File: config.mk
export PLATFORM = sky130hd
export DESIGN_NAME = countdown_timer_flat
export DESIGN_NICKNAME = d
export VERILOG_FILES = /design/src/rtl/countdown_timer_pkg.sv /design/src/rtl/countdown_timer_if.sv /design/src/rtl/countdown_timer_tick_gen.sv /design/src/rtl/countdown_timer.sv /design/src/flat_wrapper.sv
export SDC_FILE = /design/constraint.sdc
export NUM_CORES = 1
export LEC_CHECK = 0
export ABC_AREA = 0
export BUFFER_PORTS_ARGS = -buffer_cell sky130_fd_sc_hd__buf_4
export CORE_MARGIN = 5
export CORE_UTILIZATION = 25
export CTS_BUF_LIST = sky130_fd_sc_hd__clkbuf_16
export DETAILED_ROUTE_END_ITERATION = 8
export HOLD_SLACK_MARGIN = 0.02
export MAX_ROUTING_LAYER = met4
export PLACE_DENSITY_LB_ADDON = 0.12
export SYNTH_ARGS = -nofsm -noshare
export SYNTH_HDL_FRONTEND = slang
export SYNTH_SLANG_ARGS = --single-unit
File: constraint.sdc
create_clock -name clk -period 2.47 [get_ports clk]
set_input_delay 0.247 -clock clk [delete_from_list [all_inputs] [get_ports clk]]
set_output_delay 0.247 -clock clk [all_outputs]
set_load 0.005 [all_outputs]
File: src/rtl/countdown_timer_pkg.sv
// rtl/countdown_timer_pkg.sv - shared types and helpers for the countdown timer
// Contents:
//   state_t          - controller state encoding (IDLE, RUN, PAUSED, EXPIRED)
//   prescale_width() - counter width needed for a given prescale ratio (min 1)
package countdown_pkg;

    typedef enum logic [1:0] {
        IDLE    = 2'd0,
        RUN     = 2'd1,
        PAUSED  = 2'd2,
        EXPIRED = 2'd3
    } state_t;

    // A prescale of 1 still needs a one-bit counter so the port widths stay legal.
    function automatic int prescale_width(input int prescale);
        return (prescale > 1) ? $clog2(prescale) : 1;
    endfunction

endpackage

File: src/rtl/countdown_timer_if.sv
// rtl/countdown_timer_if.sv - control/status bundle between user logic and the countdown timer
// Signals:
//   load, load_value - synchronous load request and value
//   start, pause     - level controls sampled every cycle
//   count            - remaining count (registered)
//   running, expired - registered state decodes
//   done             - one-cycle pulse on entry to EXPIRED
// Modports: master = control side, slave = timer side.
interface countdown_timer_if #(
    parameter int WIDTH = 8
);

    logic             load;
    logic [WIDTH-1:0] load_value;
    logic             start;
    logic             pause;
    logic [WIDTH-1:0] count;
    logic             running;
    logic             expired;
    logic             done;

    modport master (
        output load, load_value, start, pause,
        input  count, running, expired, done
    );

    modport slave (
        input  load, load_value, start, pause,
        output count, running, expired, done
    );

endinterface

File: src/rtl/countdown_timer_tick_gen.sv
// rtl/countdown_timer_tick_gen.sv - prescaler producing one decrement tick every PRESCALE enabled cycles
// Ports:
//   clk   in  clock, rising edge
//   reset in  synchronous, active-high
//   en    in  advance the prescaler this cycle
//   clr   in  return the prescaler to zero (dominates en)
//   tick  out combinational, high when en and the prescaler is at its last phase
module tick_gen
    import countdown_pkg::*;
#(
    parameter int PRESCALE = 4
) (
    input  logic clk,
    input  logic reset,
    input  logic en,
    input  logic clr,
    output logic tick
);

    localparam int            CW   = prescale_width(PRESCALE);
    localparam logic [CW-1:0] LAST = CW'(PRESCALE - 1);

    logic [CW-1:0] cnt;

    // Holding (en low, clr low) preserves the phase across a pause.
    always_ff @(posedge clk) begin
        if (reset || clr) begin
            cnt <= '0;
        end else if (en) begin
            cnt <= (cnt == LAST) ? '0 : cnt + 1'b1;
        end
    end

    // With PRESCALE == 1 the counter is pinned at 0 == LAST, so tick follows en.
    assign tick = en && (cnt == LAST);

endmodule

File: src/rtl/countdown_timer.sv
// rtl/countdown_timer.sv - loadable down-counter with start/pause, prescaled ticks and expiry pulse
// Parameters:
//   WIDTH    - count / load value width (>= 2)
//   PRESCALE - clock cycles per decrement while running (>= 1)
// Ports:
//   clk   in  clock, rising edge
//   reset in  synchronous, active-high
//   bus   slave modport of countdown_timer_if (load/load_value/start/pause in,
//         count/running/expired/done out, all outputs registered)
module countdown_timer
    import countdown_pkg::*;
#(
    parameter int WIDTH    = 8,
    parameter int PRESCALE = 4
) (
    input  logic               clk,
    input  logic               reset,
    countdown_timer_if.slave   bus
);

    state_t           state;
    state_t           next_state;
    logic [WIDTH-1:0] count_q;
    logic [WIDTH-1:0] next_count;
    logic             done_q;
    logic             next_done;
    logic             running_q;
    logic             expired_q;

    logic             start_req;
    logic             tick;
    logic             tick_en;
    logic             tick_clr;

    // pause outranks start, so a start only counts when pause is low.
    assign start_req = bus.start && !bus.pause;

    // The prescaler only advances while genuinely counting; load and pause
    // both freeze it so a concurrent tick is discarded.
    assign tick_en  = (state == RUN) && !bus.load && !bus.pause;
    assign tick_clr = bus.load || ((state == IDLE) && start_req);

    tick_gen #(
        .PRESCALE (PRESCALE)
    ) u_tick_gen (
        .clk   (clk),
        .reset (reset),
        .en    (tick_en),
        .clr   (tick_clr),
        .tick  (tick)
    );

    always_comb begin
        next_state = state;
        next_count = count_q;
        next_done  = 1'b0;

        if (bus.load) begin
            next_state = IDLE;
            next_count = bus.load_value;
        end else begin
            unique case (state)
                IDLE: begin
                    if (start_req) begin
                        if (count_q != '0) begin
                            next_state = RUN;
                        end else begin
                            next_state = EXPIRED;
                            next_done  = 1'b1;
                        end
                    end
                end
                RUN: begin
                    if (bus.pause) begin
                        next_state = PAUSED;
                    end else if (tick) begin
                        // Expire on the tick that would reach zero; <= 1 also
                        // guards against ever wrapping below zero.
                        if (count_q <= WIDTH'(1)) begin
                            next_count = '0;
                            next_state = EXPIRED;
                            next_done  = 1'b1;
                        end else begin
                            next_count = count_q - 1'b1;
                        end
                    end
                end
                PAUSED: begin
                    if (start_req) begin
                        next_state = RUN;
                    end
                end
                EXPIRED: begin
                    next_count = '0;
                end
                default: begin
                    next_state = IDLE;
                end
            endcase
        end
    end

    // running/expired are registered from next_state so they line up with
    // the state register rather than lagging it by a cycle.
    always_ff @(posedge clk) begin
        if (reset) begin
            state     <= IDLE;
            count_q   <= '0;
            done_q    <= 1'b0;
            running_q <= 1'b0;
            expired_q <= 1'b0;
        end else begin
            state     <= next_state;
            count_q   <= next_count;
            done_q    <= next_done;
            running_q <= (next_state == RUN);
            expired_q <= (next_state == EXPIRED);
        end
    end

    assign bus.count   = count_q;
    assign bus.running = running_q;
    assign bus.expired = expired_q;
    assign bus.done    = done_q;

endmodule

File: src/flat_wrapper.sv
// flat-port wrapper written by rule: the top's interface ports become plain ports
module countdown_timer_flat import countdown_pkg::*;
#(
    parameter int WIDTH    = 8,
    parameter int PRESCALE = 4
)
  (clk, reset, bus_load, bus_load_value, bus_start, bus_pause, bus_count, bus_running, bus_expired, bus_done);
  countdown_timer_if #(.WIDTH(WIDTH)) bus_i ();
  input  logic clk;
  input  logic reset;
  input wire logic [$bits(bus_i.load)-1:0] bus_load;
  input wire logic [$bits(bus_i.load_value)-1:0] bus_load_value;
  input wire logic [$bits(bus_i.start)-1:0] bus_start;
  input wire logic [$bits(bus_i.pause)-1:0] bus_pause;
  output wire logic [$bits(bus_i.count)-1:0] bus_count;
  output wire logic [$bits(bus_i.running)-1:0] bus_running;
  output wire logic [$bits(bus_i.expired)-1:0] bus_expired;
  output wire logic [$bits(bus_i.done)-1:0] bus_done;
  assign bus_i.load = bus_load;
  assign bus_i.load_value = bus_load_value;
  assign bus_i.start = bus_start;
  assign bus_i.pause = bus_pause;
  assign bus_count = bus_i.count;
  assign bus_running = bus_i.running;
  assign bus_expired = bus_i.expired;
  assign bus_done = bus_i.done;
  countdown_timer #(.WIDTH(WIDTH), .PRESCALE(PRESCALE)) u_core (.clk(clk), .reset(reset), .bus(bus_i));
endmodule
Word level (Yosys, flattened, before mapping). Index checks and enable logic that the tools add are counted.

Memories: 0. Latch bits: 0. Bits in read-only memories: 0. Bits in registers: 15. Word-level logic and storage cells: 51. Output and inout bits: 11. RAM bits: 0.

$lt $le $gt $ge: 1. Bitwise operators: 0. Eq/ne operators: 8. Divide/modulo/power cells: 0. Reductions and logical operators: 14. Shifts and indexed selects: 0. Multiply operators: 0. Muxes and demuxes: 20. $add $sub $neg: 2.

Operators with widths (count): $mux W8 (4); $mux W2 (8); $pmux W8 S2 (1); $eq A2 B2 Y1 const B (4); $le A8 B1 Y1 const B (1); $reduce_bool A8 Y1 (1); $sub A8 B1 Y8 const B (1); $pmux W2 S3 (1); $logic_and A1 B1 Y1 (5); $mux W1 (5); $eq A2 B1 Y1 const B (2); $ne A3 B2 Y1 const B (1); $ne A3 B3 Y1 const B (1); $reduce_and A3 Y1 (1); $reduce_bool A3 Y1 (1); $add A2 B1 Y2 const B (1); $logic_not A1 Y1 (2); $logic_not A2 Y1 (1); $logic_or A1 B1 Y1 (2); $pmux W1 S2 (1); $reduce_or A2 Y1 (1).

Depth between registers and ports, before layout.
Depth after elaboration: 9. Depth in mapped cells: 7. Depth with buffers taken out: 6.

By module. From an unflattened synthesis, not the netlist that was laid out.

Cells, all modules: 107. Area, all modules: 923.4 um^2.

Modules (own cells, without submodules): countdown_timer (times used 1, area each 822.0 um^2, cells an instance 98, sequential area each 260.2 um^2); tick_gen (times used 1, area each 101.3 um^2, cells an instance 9, sequential area each 40.0 um^2).

Least setup slack after synthesis. OpenSTA, ideal clock, no wires.

Path kind: reg-to-reg. Start point: register u_core.count_q[0], in the netlist u_core.bus.count[0]. End point: register u_core.count_q[7], in the netlist u_core.bus.count[7]. Path buffers: 0. Data required time: 2399 ps. Period minus slack after synthesis: 1749 ps. Setup time: 71 ps. Arrival time: 1678 ps. Cell stages (with the launch flop): 7. Slack: 721 ps. Cells stage by stage: dfxtp_1 > inv_1 > ha_1 > or2_1 > a31oi_1 > or4b_1 > a21oi_1.

Cells in the longest elaborated chain, start to end: 6. Elaborated cells between the ends (all ways): 7. Classes of those cells: add/sub (1); order compare (1); mux (5).

RTL lines: from (decl) (RTL line countdown_timer.sv:23) `logic [WIDTH-1:0] count_q;`; from (signal assigned) (RTL line countdown_timer.sv:114) `count_q <= next_count;`; $sub A8 B1 Y8 / $le A8 B1 Y1 (equally long branches) (RTL line countdown_timer.sv:84, countdown_timer.sv:79); $mux W8 * (RTL line countdown_timer.sv:79) `if (count_q <= WIDTH'(1)) begin`; $mux W8 * (RTL line countdown_timer.sv:76) `end else if (tick) begin`; $mux W8 * (RTL line countdown_timer.sv:74) `if (bus.pause) begin`; $pmux W8 S2 * (RTL line countdown_timer.sv:62) `unique case (state)`; $mux W8 * (RTL line countdown_timer.sv:58) `if (bus.load) begin`.

Mark *: on every way between the ends. The rest lies on a longest branch, timed or not. The select of a mux whose other input is x is not followed. A chain may end at the register's enable or synchronous reset.

Worst setup path in the final report. Ends and elaborated chain as after synthesis.

==> flow_summary.json <==
{
  "grt_max_degree": 15,
  "drt-total-wl_um": 2200,
  "synth_cells": 95,
  "drive_gt1_share_pct": 31.1,
  "finalMaxSlewViolations": 0,
  "crit_fanout": 7,
  "period_needed_ps": 1830,
  "clk_pin_slew_worst_paths_ps": 50,
  "die_w_um": 69.5,
  "outcome": "finished, final reports clean",
  "dp_hpwl_um": 1610,
  "clk_latency_ps": 240,
  "routed-via-count": 800,
  "clock.fmax_mhz": 547,
  "cp-end-kind": "flip-flop",
  "routabilityCongestion": 0.723,
  "slew_headroom_pct": 67.5,
  "initial_utilization_pct": 26.1,
  "regArea_um2": 300,
  "synth_warnings": 0,
  "critPathArrivalTime_ps": 2010,
  "worst_slew_pin_slew_ps": 483,
  "yosysTopAreaCell": "dfxtp_1",
  "track_usage_pct": 9.68,
  "crit_type": "reg -> reg",
  "cts.sinks": 15,
  "diodes": 0,
  "synth_nets": 112,
  "async_reset_ff_share_pct": 0,
  "ys_top_cells_by_area": "dfxtp_1, a21oi_1, ha_1, nand2b_1, a22oi_1",
  "grt_pass1_vias": 784,
  "grt.overflow.total": 0,
  "hold_violations": 0,
  "clockRootBuffer": "clkbuf_16",
  "numPortBuffers": 23,
  "timing.clock.skew_ps": 2.51,
  "postCtsHoldBufs": 0,
  "p_leak_nw": 0.459,
  "worst_setup_path_start_kind": "flip-flop",
  "post-route-util_pct": 35.0,
  "placed_cell_area_um2": 1110,
  "totalNegativeSetupSlack_ps": 0,
  "synth_edf_count": 0,
  "slowest_stage": "dfxtp_1",
  "postRouteAntennaNets": 0,
  "cap_violations": 0,
  "drt_first_pass_iters": 4,
  "drt_iter0_drc": 49,
  "post-route-cell-area_um2": 1190,
  "rsz0062_at_grt": "false",
  "hold_class": "in -> reg",
  "die-height_um": 69.5,
  "coreArea_um2": 3390,
  "remaining_drc_errors": 0,
  "place_inst": 161,
  "row_count": 21,
  "ys_seq_elements": 15,
  "final_cells": 165,
  "ir_worst_vdd_mv": 0.294,
  "synth_seq_area_share_pct": 33.9,
  "grt_pass1_wl_um": 3770,
  "boundaryPins": 24,
  "grt_antenna_before_repair": 0,
  "synth_top_area_share_pct": 33.9,
  "p_per_area_nw_per_um2": 642,
  "cp_top_family": "simple AND/OR/NAND/NOR gates",
  "post-route-period-util_pct": 73.9,
  "crit_buf_inv": 1,
  "max_stage_delay_ps": 450,
  "syn_avg_cell_area_um2": 9.32,
  "cts_buffer_depth": 2,
  "fin_total_pwr_mw": 0.761,
  "areaGrowthSynthToFinish_pct": 33.9,
  "wl_per_cell_um": 13.3,
  "cts_buffers": 3,
  "drt-vias-per-instance": 4.85,
  "finish.net_count": 137,
  "setup_violations": 0,
  "required_ps": 2650,
  "cp_cell_sequence": "inv_1 -> ha_1 -> or2_1 -> a31oi_1 -> or4b_1 -> a21oi_1",
  "synth_cell_types": 42,
  "cts_tree": "yes",
  "netlist_area_um2": 886,
  "die_area_um2": 4830,
  "fillCellCount": 350,
  "multiInputGateArea_um2": 553,
  "synthFlopType": "dfxtp_1",
  "h-tree-depth": 1,
  "post_cts_resized": 0,
  "post_cts_buffers": 0
}
[synthesized netlist by cell type, types with 2 or more instances]
| cell type | number |
|---|---|
| clkbuf_1 | 2 |
| nand2_1 | 3 |
| a222oi_1 | 2 |
| nand2b_1 | 5 |
| o32ai_1 | 3 |
| ha_1 | 4 |
| a31oi_1 | 3 |
| buf_2 | 2 |
| mux2i_1 | 2 |
| a22oi_1 | 4 |
| a21oi_1 | 12 |
| inv_1 | 4 |
| nor2_1 | 5 |
| a21boi_0 | 2 |
| dfxtp_1 | 15 |
[kinds of logic after synthesis]
family / Yosys count / synth area share, %
AO/OA/AOI/OAI: 35 / 28.0
multiplexers: 2 / 2.26
buffers and inverters: 8 / 3.67
adder cells (fa/ha/maj): 4 / 5.65
flip-flops: 15 / 33.9
AND/OR/NAND/NOR: 31 / 26.6
[state kept, by name (all words and copies together), names as in the netlist]
| name | flops |
|---|---|
| u_core.bus.count | 8 |
| u_core.state | 2 |
| u_core.u_tick_gen.cnt | 2 |
| u_core.bus.done | 1 |
| u_core.bus.expired | 1 |
| u_core.bus.running | 1 |
[where the power goes]
group / total (mW) / internal [mW] / switching [mW]
Combinational: 0.162 / 0.0834 / 0.0788
Sequential: 0.283 / 0.257 / 0.0257
Clock: 0.316 / 0.216 / 0.0994
Total: 0.761 / 0.557 / 0.204
[per-layer routing]
layer,GRT usage [%],share of wire [%]
met1,12.5,50
met2,13.5,43
met3,4.06,5.6
met4,3.25,1.3
met5,-,0
[placed cells by master, fill, tap and decap left out, types with 2 or more instances in the layout]
cell and instances:
nand2_1 3, nor2_1 5, ha_1 4, nand2b_1 5
a22oi_1 4, a31oi_1 3, clkbuf_16 3, o32ai_1 3
mux2i_1 2, buf_4 24, a222oi_1 2, dfxtp_1 15
a21boi_0 2, a21oi_1 12, inv_1 4
[final timing paths]
check / slack, ps / from / cells past startpoint / endpoint
setup reg to reg: 640 / u_core.bus.count[0] / 6 / u_core.bus.count[7]
setup / recovery: 640 / u_core.bus.count[0] / 6 / u_core.bus.count[7]
hold reg to reg: 500 / u_core.u_tick_gen.cnt[1] / 2 / u_core.u_tick_gen.cnt[1]
hold / removal: 280 / reset / 2 / u_core.bus.count[7]
[area by class of cell]
| class | instances | area share [%] |
|---|---|---|
| Timing Repair Buffer | 24 | 15.2 |
| Sequential cell | 15 | 25.3 |
| Clock inverter | 1 | 0.422 |
| Multi-Input combinational cell | 72 | 46.6 |
| Tap cell | 46 | 4.85 |
| Inverter | 4 | 1.27 |
| Clock buffer | 3 | 6.33 |
[per-stage QoR]
stage | hold WS, ps | worst slack [ps]
floorplan | 432 | 721
global placement | 491 | 687
detailed placement | 496 | 645
CTS | 275 | 627
global route | 287 | 470
finish | 276 | 643
Note: power is estimated with default switching activity, not from simulation.
